**config.mk**
```make
export PLATFORM = sky130hd
export DESIGN_NAME = mult_div_unit
export DESIGN_NICKNAME = d
export VERILOG_FILES = /design/src/rtl/mult_div_unit.sv
export SDC_FILE = /design/constraint.sdc
export NUM_CORES = 1
export LEC_CHECK = 0
export CAP_MARGIN = 20
export CORE_MARGIN = 5
export CORE_UTILIZATION = 43
export CTS_CLUSTER_DIAMETER = 100
export CTS_CLUSTER_SIZE = 24
export DETAILED_ROUTE_END_ITERATION = 10
export GPL_TIMING_DRIVEN = 0
export PLACE_DENSITY_LB_ADDON = 0.15
export SYNTH_ARGS = -nofsm -noshare
export SYNTH_HDL_FRONTEND = slang
export SYNTH_SLANG_ARGS = --single-unit
```
**constraint.sdc**
```tcl
create_clock -name clk -period 5.9 [get_ports clk]
set_clock_uncertainty 0.2 [all_clocks]
set_input_delay 1.18 -clock clk [delete_from_list [all_inputs] [get_ports clk]]
set_output_delay 1.18 -clock clk [all_outputs]
set_load 0.01 [all_outputs]
```
**src/rtl/mult_div_unit.sv**
```systemverilog
`timescale 1ns/1ps
// mult_div_unit
// Iterative multiply/divide unit for the MIPS execute stage. It owns the
// HI/LO architectural registers and serves MULT, MULTU, DIV, DIVU, MTHI
// and MTLO. A multiply or divide takes WIDTH+1 clock edges from accept to
// result. Control stalls the pipeline while Busy is high.
//
// Ports:
//   clk          rising-edge clock
//   reset        asynchronous, active-high reset
//   Start        request a multiply/divide (sampled only in IDLE)
//   MDOperation  00 MULT, 01 MULTU, 10 DIV, 11 DIVU
//   HIWrite      MTHI: load A into HI (IDLE, no Start)
//   LOWrite      MTLO: load A into LO (IDLE, no Start)
//   A, B         operand buses shared with the ALU
//   Busy         operation in progress
//   Done         one-cycle completion pulse
//   DivByZero    the last divide had a zero divisor
//   HI, LO       high product / remainder, low product / quotient
module mult_div_unit #(
  parameter int WIDTH = 32
) (
  input  logic             clk,
  input  logic             reset,
  input  logic             Start,
  input  logic [1:0]       MDOperation,
  input  logic             HIWrite,
  input  logic             LOWrite,
  input  logic [WIDTH-1:0] A,
  input  logic [WIDTH-1:0] B,
  output logic             Busy,
  output logic             Done,
  output logic             DivByZero,
  output logic [WIDTH-1:0] HI,
  output logic [WIDTH-1:0] LO
);

  localparam int CW = (WIDTH > 1) ? $clog2(WIDTH) : 1;
  localparam logic [CW-1:0] LAST_ITER = CW'(WIDTH - 1);

  typedef enum logic [1:0] {IDLE, RUN, FIX} state_t;

  state_t             state_q, state_d;
  logic [CW-1:0]      cnt_q, cnt_d;
  logic [2*WIDTH-1:0] acc_q, acc_d;
  logic [WIDTH-1:0]   opnd_q, opnd_d;
  logic               is_div_q, is_div_d;
  logic               neg_q, neg_d;
  logic               rem_neg_q, rem_neg_d;
  logic               zero_div_q, zero_div_d;
  logic               dbz_q, dbz_d;
  logic               done_q, done_d;
  logic [WIDTH-1:0]   hi_q, hi_d;
  logic [WIDTH-1:0]   lo_q, lo_d;

  // Operand magnitudes; the unsigned variants (MDOperation[0]=1) never negate.
  logic             op_signed;
  logic             a_neg;
  logic             b_neg;
  logic [WIDTH-1:0] a_mag;
  logic [WIDTH-1:0] b_mag;

  assign op_signed = ~MDOperation[0];
  assign a_neg     = op_signed & A[WIDTH-1];
  assign b_neg     = op_signed & B[WIDTH-1];
  assign a_mag     = a_neg ? (~A + 1'b1) : A;
  assign b_mag     = b_neg ? (~B + 1'b1) : B;

  // Multiply step: the upper half accumulates the multiplicand when the
  // current multiplier bit (acc[0]) is set, then the whole accumulator
  // shifts right with the carry coming in at the top.
  logic [WIDTH:0]     mul_sum;
  logic [2*WIDTH-1:0] mul_next;

  assign mul_sum  = {1'b0, acc_q[2*WIDTH-1:WIDTH]}
                  + (acc_q[0] ? {1'b0, opnd_q} : {(WIDTH+1){1'b0}});
  assign mul_next = {mul_sum, acc_q[WIDTH-1:1]};

  // Restoring divide step: the partial remainder lives in the upper half
  // and the dividend shifts out of the lower half while quotient bits
  // shift in. The remainder stays below the divisor, so one extra bit
  // is enough to hold the shifted value.
  logic [WIDTH:0]     div_shift;
  logic [WIDTH:0]     div_diff;
  logic [2*WIDTH-1:0] div_next;

  assign div_shift = {acc_q[2*WIDTH-1:WIDTH], acc_q[WIDTH-1]};
  assign div_diff  = div_shift - {1'b0, opnd_q};
  assign div_next  = {div_diff[WIDTH] ? div_shift[WIDTH-1:0] : div_diff[WIDTH-1:0],
                      acc_q[WIDTH-2:0], ~div_diff[WIDTH]};

  // Sign-corrected results for the FIX state.
  logic [2*WIDTH-1:0] prod_fixed;
  logic [WIDTH-1:0]   quot_fixed;
  logic [WIDTH-1:0]   rem_fixed;

  assign prod_fixed = neg_q ? (~acc_q + 1'b1) : acc_q;
  assign quot_fixed = neg_q ? (~acc_q[WIDTH-1:0] + 1'b1) : acc_q[WIDTH-1:0];
  assign rem_fixed  = rem_neg_q ? (~acc_q[2*WIDTH-1:WIDTH] + 1'b1)
                                : acc_q[2*WIDTH-1:WIDTH];

  always_comb begin
    state_d    = state_q;
    cnt_d      = cnt_q;
    acc_d      = acc_q;
    opnd_d     = opnd_q;
    is_div_d   = is_div_q;
    neg_d      = neg_q;
    rem_neg_d  = rem_neg_q;
    zero_div_d = zero_div_q;
    dbz_d      = dbz_q;
    done_d     = 1'b0;
    hi_d       = hi_q;
    lo_d       = lo_q;

    unique case (state_q)
      IDLE: begin
        if (Start) begin
          // Start takes priority over MTHI/MTLO in the same cycle.
          is_div_d   = MDOperation[1];
          neg_d      = a_neg ^ b_neg;
          rem_neg_d  = a_neg;
          opnd_d     = MDOperation[1] ? b_mag : a_mag;
          acc_d      = {{WIDTH{1'b0}}, (MDOperation[1] ? a_mag : b_mag)};
          cnt_d      = '0;
          dbz_d      = 1'b0;
          zero_div_d = MDOperation[1] && (B == '0);
          state_d    = (MDOperation[1] && (B == '0)) ? FIX : RUN;
        end else begin
          if (HIWrite) hi_d = A;
          if (LOWrite) lo_d = A;
        end
      end
      RUN: begin
        acc_d = is_div_q ? div_next : mul_next;
        cnt_d = cnt_q + CW'(1);
        if (cnt_q == LAST_ITER) state_d = FIX;
      end
      FIX: begin
        done_d  = 1'b1;
        state_d = IDLE;
        if (zero_div_q) begin
          dbz_d = 1'b1;
        end else if (is_div_q) begin
          lo_d = quot_fixed;
          hi_d = rem_fixed;
        end else begin
          hi_d = prod_fixed[2*WIDTH-1:WIDTH];
          lo_d = prod_fixed[WIDTH-1:0];
        end
      end
      default: state_d = IDLE;
    endcase
  end

  always_ff @(posedge clk or posedge reset) begin
    if (reset) begin
      state_q    <= IDLE;
      cnt_q      <= '0;
      acc_q      <= '0;
      opnd_q     <= '0;
      is_div_q   <= 1'b0;
      neg_q      <= 1'b0;
      rem_neg_q  <= 1'b0;
      zero_div_q <= 1'b0;
      dbz_q      <= 1'b0;
      done_q     <= 1'b0;
      hi_q       <= '0;
      lo_q       <= '0;
    end else begin
      state_q    <= state_d;
      cnt_q      <= cnt_d;
      acc_q      <= acc_d;
      opnd_q     <= opnd_d;
      is_div_q   <= is_div_d;
      neg_q      <= neg_d;
      rem_neg_q  <= rem_neg_d;
      zero_div_q <= zero_div_d;
      dbz_q      <= dbz_d;
      done_q     <= done_d;
      hi_q       <= hi_d;
      lo_q       <= lo_d;
    end
  end

  assign Busy      = (state_q != IDLE);
  assign Done      = done_q;
  assign DivByZero = dbz_q;
  assign HI        = hi_q;
  assign LO        = lo_q;

endmodule

```
# After elaboration in Yosys (flattened, before gate mapping)
# Cells that the tools add are included.
# W data, S select, Z words.
[totals]
reg_bits = 173
out_inout_bits = 67
[classes]
n_addsub = 8
eq_ne = 10
muxes = 32
bitwise_logic = 10
reduce_logical = 12
[op_table]
columns = ["operator", "n"]
rows = [
  ["$mux W32", 16],
  ["$mux W64", 3],
  ["$add A32 B1 Y32 const B", 4],
  ["$not A32 Y32", 4],
  ["$pmux W32 S2", 2],
  ["$pmux W64 S2", 1],
  ["$add A64 B1 Y64 const B", 1],
  ["$not A64 Y64", 1],
  ["$add A32 B32 Y33", 1],
  ["$sub A33 B32 Y33", 1],
  ["$logic_not A32 Y1", 1],
  ["$ne A2 B2 Y1 const B", 7],
  ["$pmux W5 S2", 1],
  ["$reduce_and A4 Y1", 2],
  ["$mux W2", 3],
  ["$reduce_and A2 Y1", 3],
  ["$reduce_bool A2 Y1", 3],
  ["$add A5 B1 Y5 const B", 1],
  ["$eq A5 B5 Y1 const B", 1],
  ["$mux W5", 1],
  ["$pmux W2 S2", 1],
  ["$mux W1", 3],
  ["$reduce_and A3 Y1", 1],
  ["$and A1 B1 Y1", 2],
  ["other kinds (7)", 8],
]

# Longest topological paths before layout
[logic_depth]
depth_word = 6
depth_mapped = 17

# Worst setup path after synthesis
# OpenSTA, ideal clock, no wires.
[synth_path]
kind = "register to register"
from = "reg acc_q[0]"
to = "reg acc_q[59]"
setup_ps = 77
arrival_ps = 3624
required_time_ps = 5623
path_slack_ps = 1999
stages_incl_launch_ff = 18
synth_period_minus_slack_ps = 3901
cell_sequence = "dfrtp_1 -> clkbuf_1 -> inv_1 -> clkbuf_1 -> nor2_1 -> ha_1 -> buf_2 -> a21o_1 -> a311o_1 -> a21oi_2 -> a31oi_1 -> a221o_1 -> a211o_1 -> a21oi_2 -> o21ai_2 -> nand2b_1 -> mux2_2 -> a21oi_1"
[synth_via]
elab_chain_len = 4
[synth_lines]
columns = ["element", "line", "text"]
rows = [
  ["start: declaration", "45", "logic [2*WIDTH-1:0] acc_q, acc_d;"],
  ["start signal: assignment", "160", "acc_q <= '0;"],
  ["start signal: assignment", "173", "acc_q <= acc_d;"],
  ["$mux W32", "76", "+ (acc_q[0] ? {1'b0, opnd_q} : {(WIDTH+1){1'b0}});"],
  ["$add A32 B32 Y33", "76", ""],
  ["$mux W64", "135", "acc_d = is_div_q ? div_next : mul_next;"],
  ["$pmux W64 S2", "116", "unique case (state_q)"],
]
# Every way passes these cells.
# A chain may end at the register's enable or synchronous reset.

# Final worst setup path
# Same ends and word-level chain as after synthesis.

==> summary.txt <==
Worst setup path
  – Worst setup SP type: flop
  – Required time of the critical path: 6.07 ns
  – Register-to-Register Path Depth: 17
  – WS Path Type: flop to flop
  – Worst Path Arrival: 5.20 ns
  – Endpoint class of the critical path: flop
  – Crit path max fanout: 10

GRT
  – Overall routing resource usage: 30.5%
  – Vias in the first global route: about 14000
  – First-pass GRT wire length: 89200 µm
  – Initial antenna violation count: 0
  – Largest net degree at the start of global routing: 37
  – Grt ovf: 0

Timing
  – Minimum clock period: between 5 and 6 ns
  – Worst-Margin Slew: 1.05 ns
  – TNS Setup: 0 ns
  – Max Clk Rate: 199 MHz
  – Final period utilization: 85.4%
  – Final Hold Vio Count: 0
  – Setup ws final: 0.863 ns
  – Rel. slew slack: between 20% and 30%
  – Max Slew Vio Count: 0
  – Final setup vio count: 0
  – RSZ-0062 raised after global routing: false

Hold path
  – Min-Delay Path Depth: 2
  – Worst min path class: flop to flop

Power
  – Lkg Pwr: 7.09 nW
  – Pwr Total: 10.9 mW
  – VDD IR-drop max: 0.396 mV
  – Pwr/cell area: 637 mW/mm²

Route
  – Vias post-DR: 15100
  – First DRT Iteration DRCs: 1563
  – Via-to-Cell Ratio: 6.07
  – DR WL/cell: 23.7 µm
  – DRC: 0
  – Remaining antenna violation count after routing: 0
  – Pre-antenna DRT Iters: 6
  – WL final: 58900 µm

Synthesis
  – Synth Net Count: 2005
  – Post-Syn Area per Cell: slightly below 8 µm²
  – Post-synth EDFFs: 0
  – Synth Flop Type: dfrtp_1
  – #FFs+latches synth: ~170
  – Multiplexer share of the synthesized area: 3.90%
  – Warnings, synthesis: 0
  – Asr flop ratio synth: 100%
  – Post-Synth Adder-Cell Area: roughly 6.3%
  – Largest family of logic cells by synthesized area: compound AO/OA/AOI/OAI gates
  – Synth Area in XOR/XNOR: 10.3%
  – Compound-Gate Fraction of Synth Area: 26.3%
  – Gate Count Post-Synth: 1862
  – Syn Std Cell Area: 0.0145 mm²
  – Synth area leaders: dfrtp_1 30%, ha_1 6.0%, o21ai_0 5.9%
  – Synth Area in Simple Gates: a little under a fifth
  – Top cell type's share of synthesized area: between 20 and 30%
  – Post-synth cell types: 73
  – Synth area leader: dfrtp_1
  – Seq/Total Area, Yosys: 29.8%

CTS
  – Insertion delay to the later sink of the worst-skew pair: 0.45 ns
  – Clock root buffer master: clkbuf_16
  – Buffers inserted by post-CTS timing repair: 0
  – # H-tree levels: 4
  – Num Clock Sinks: 173
  – CTS clk-pin slew, worst paths: 0.07 ns
  – CTS tree: yes
  – PostCTS Resize Cnt: 0
  – Max Buffers Root-to-Sink: 2
  – CTS Buf Count: 17
  – CTS Hold Bufs: 0

Job
  – Max-cap violations: 0

Floorplanning
  – Io pins: 138
  – Die height: between 150 and 200 µm
  – Die span in x: 194 µm
  – Initial core utilization: ~43%
  – Full die area: 0.0375 mm²
  – Site row count: 67
  – CORE AREA: 0.0334 mm²

Layout
  – Fraction of layout cells with a size suffix above 1: 3.19%
  – Synthesis-to-layout area growth: 18.0%
  – Fin nets: 2166
  – Fillers: 3327

Placed design
  – Port Buf Inserts: roughly 140
  – Dpl ws: 0.931 ns
  – Final GP Congestion: 0.969
  – Post-DP HPWL: 47400 µm

Outcome
  – Status: complete, no violations
==> critical path, cell delays in order, from the launching register on <==
cell and delay (ns):
dfrtp_1 0.34, clkbuf_1 0.53, inv_1 0.30, clkbuf_1 0.33
nor2_1 0.17, ha_1 0.23, buf_2 0.16, a21o_1 0.17
a311o_1 0.33, a21oi_2 0.18, a31oi_1 0.19, a221o_1 0.44
a211o_1 0.32, a21oi_2 0.27, o21ai_2 0.13, nand2b_1 0.15
mux2_2 0.35, a21oi_1 0.16
==> synth_stat cells, types with 17 or more instances <==
cell type	n
xnor2_1	91
mux2i_1	52
xor2_1	79
a31oi_1	24
o31ai_1	38
nand3_1	19
nor2b_1	21
nand2_1	209
nand2b_1	18
a211oi_1	61
ha_1	70
a21o_1	34
buf_1	19
inv_1	56
nor2_1	204
a21oi_1	165
o211ai_1	21
nor4_1	18
o21ai_0	170
dfrtp_1	173
a22oi_1	17
clkbuf_1	91
nor3_1	34
==> report_power, final <==
part	leakage [nW]	internal [mW]	total (mW)	switching, mW
clock	0.269	0.598	1.14	0.545
sequential	2.11	1.78	2.50	0.717
combinational	4.72	3.07	7.27	4.20
==> per-stage QoR <==
step	hold WS [ns]	cells	util (%)	cell area, µm²
2_1_floorplan	0.249	1862	-	14500
6_report	0.280	2484	51.2	17100
3_3_place_gp	0.263	2446	49.1	16400
5_1_grt	0.303	2483	51.2	17100
4_1_cts	0.286	2483	51.2	17100
3_5_place_dp	0.272	2452	49.5	16600
==> registers in the layout, indices dropped and copies added (netlist names), 2 cells and up <==
register / cells
opnd_q: 32
HI: 32
acc_q: 64
cnt_q: 5
LO: 32
state_q: 2
==> cells in the final DEF, fill, tap and decap left out, drive strengths merged, types with 52 or more instances in the layout <==
cell type      count
a211oi            61
clkdlybuf4s50    136
dfrtp            173
xor2              79
inv               57
xnor2             91
nor2             204
a21oi            168
nand2            210
ha                70
o21ai            180
clkbuf           111
mux2i             52
==> routing by layer <==
layer	up-vias	track usage, %	part of all wire (%)
li1	6995	-	-
met1	7251	43.7	45
met2	729	46.6	44
met3	113	5.02	8.3
met4	0	10.8	3.5
met5	-	0	0
==> cell families after synthesis <==
| group | count (synthesis) |
|---|---|
| and+or+nand+nor | 601 |
| muxes | 56 |
| xor gates and xnor gates | 170 |
| AOI/OAI and AO/OA | 617 |
| buffers and inverters | 173 |
| DFF | 173 |
| adders and majority gates | 72 |
==> area by class of cell <==
type | instances | area (µm²) | area share (%)
Multi-Input combinational cell | 1516 | 9530 | 55.6
Inverter | 57 | 218 | 1.27
Clock buffer | 20 | 447 | 2.61
Timing Repair Buffer | 142 | 1480 | 8.65
Tap cell | 448 | 561 | 3.27
Buffer | 116 | 445 | 2.60
Clock inverter | 11 | 114 | 0.665
Sequential cell | 173 | 4330 | 25.3
Antenna cell | 1 | 2.50 | 0.0146
==> path summary, 6_finish.rpt <==
path / to / slack (ns) / from
max reg2reg: acc_q[59] / 0.86 / acc_q[0]
min in group asynchronous: Done / 0.78 / reset
max in group asynchronous: opnd_q[3] / 3.66 / reset
min: HI[15] / 0.28 / HI[15]
min reg2reg: HI[15] / 0.28 / HI[15]
max: acc_q[59] / 0.86 / acc_q[0]
Power figures use the tool's default switching activity.
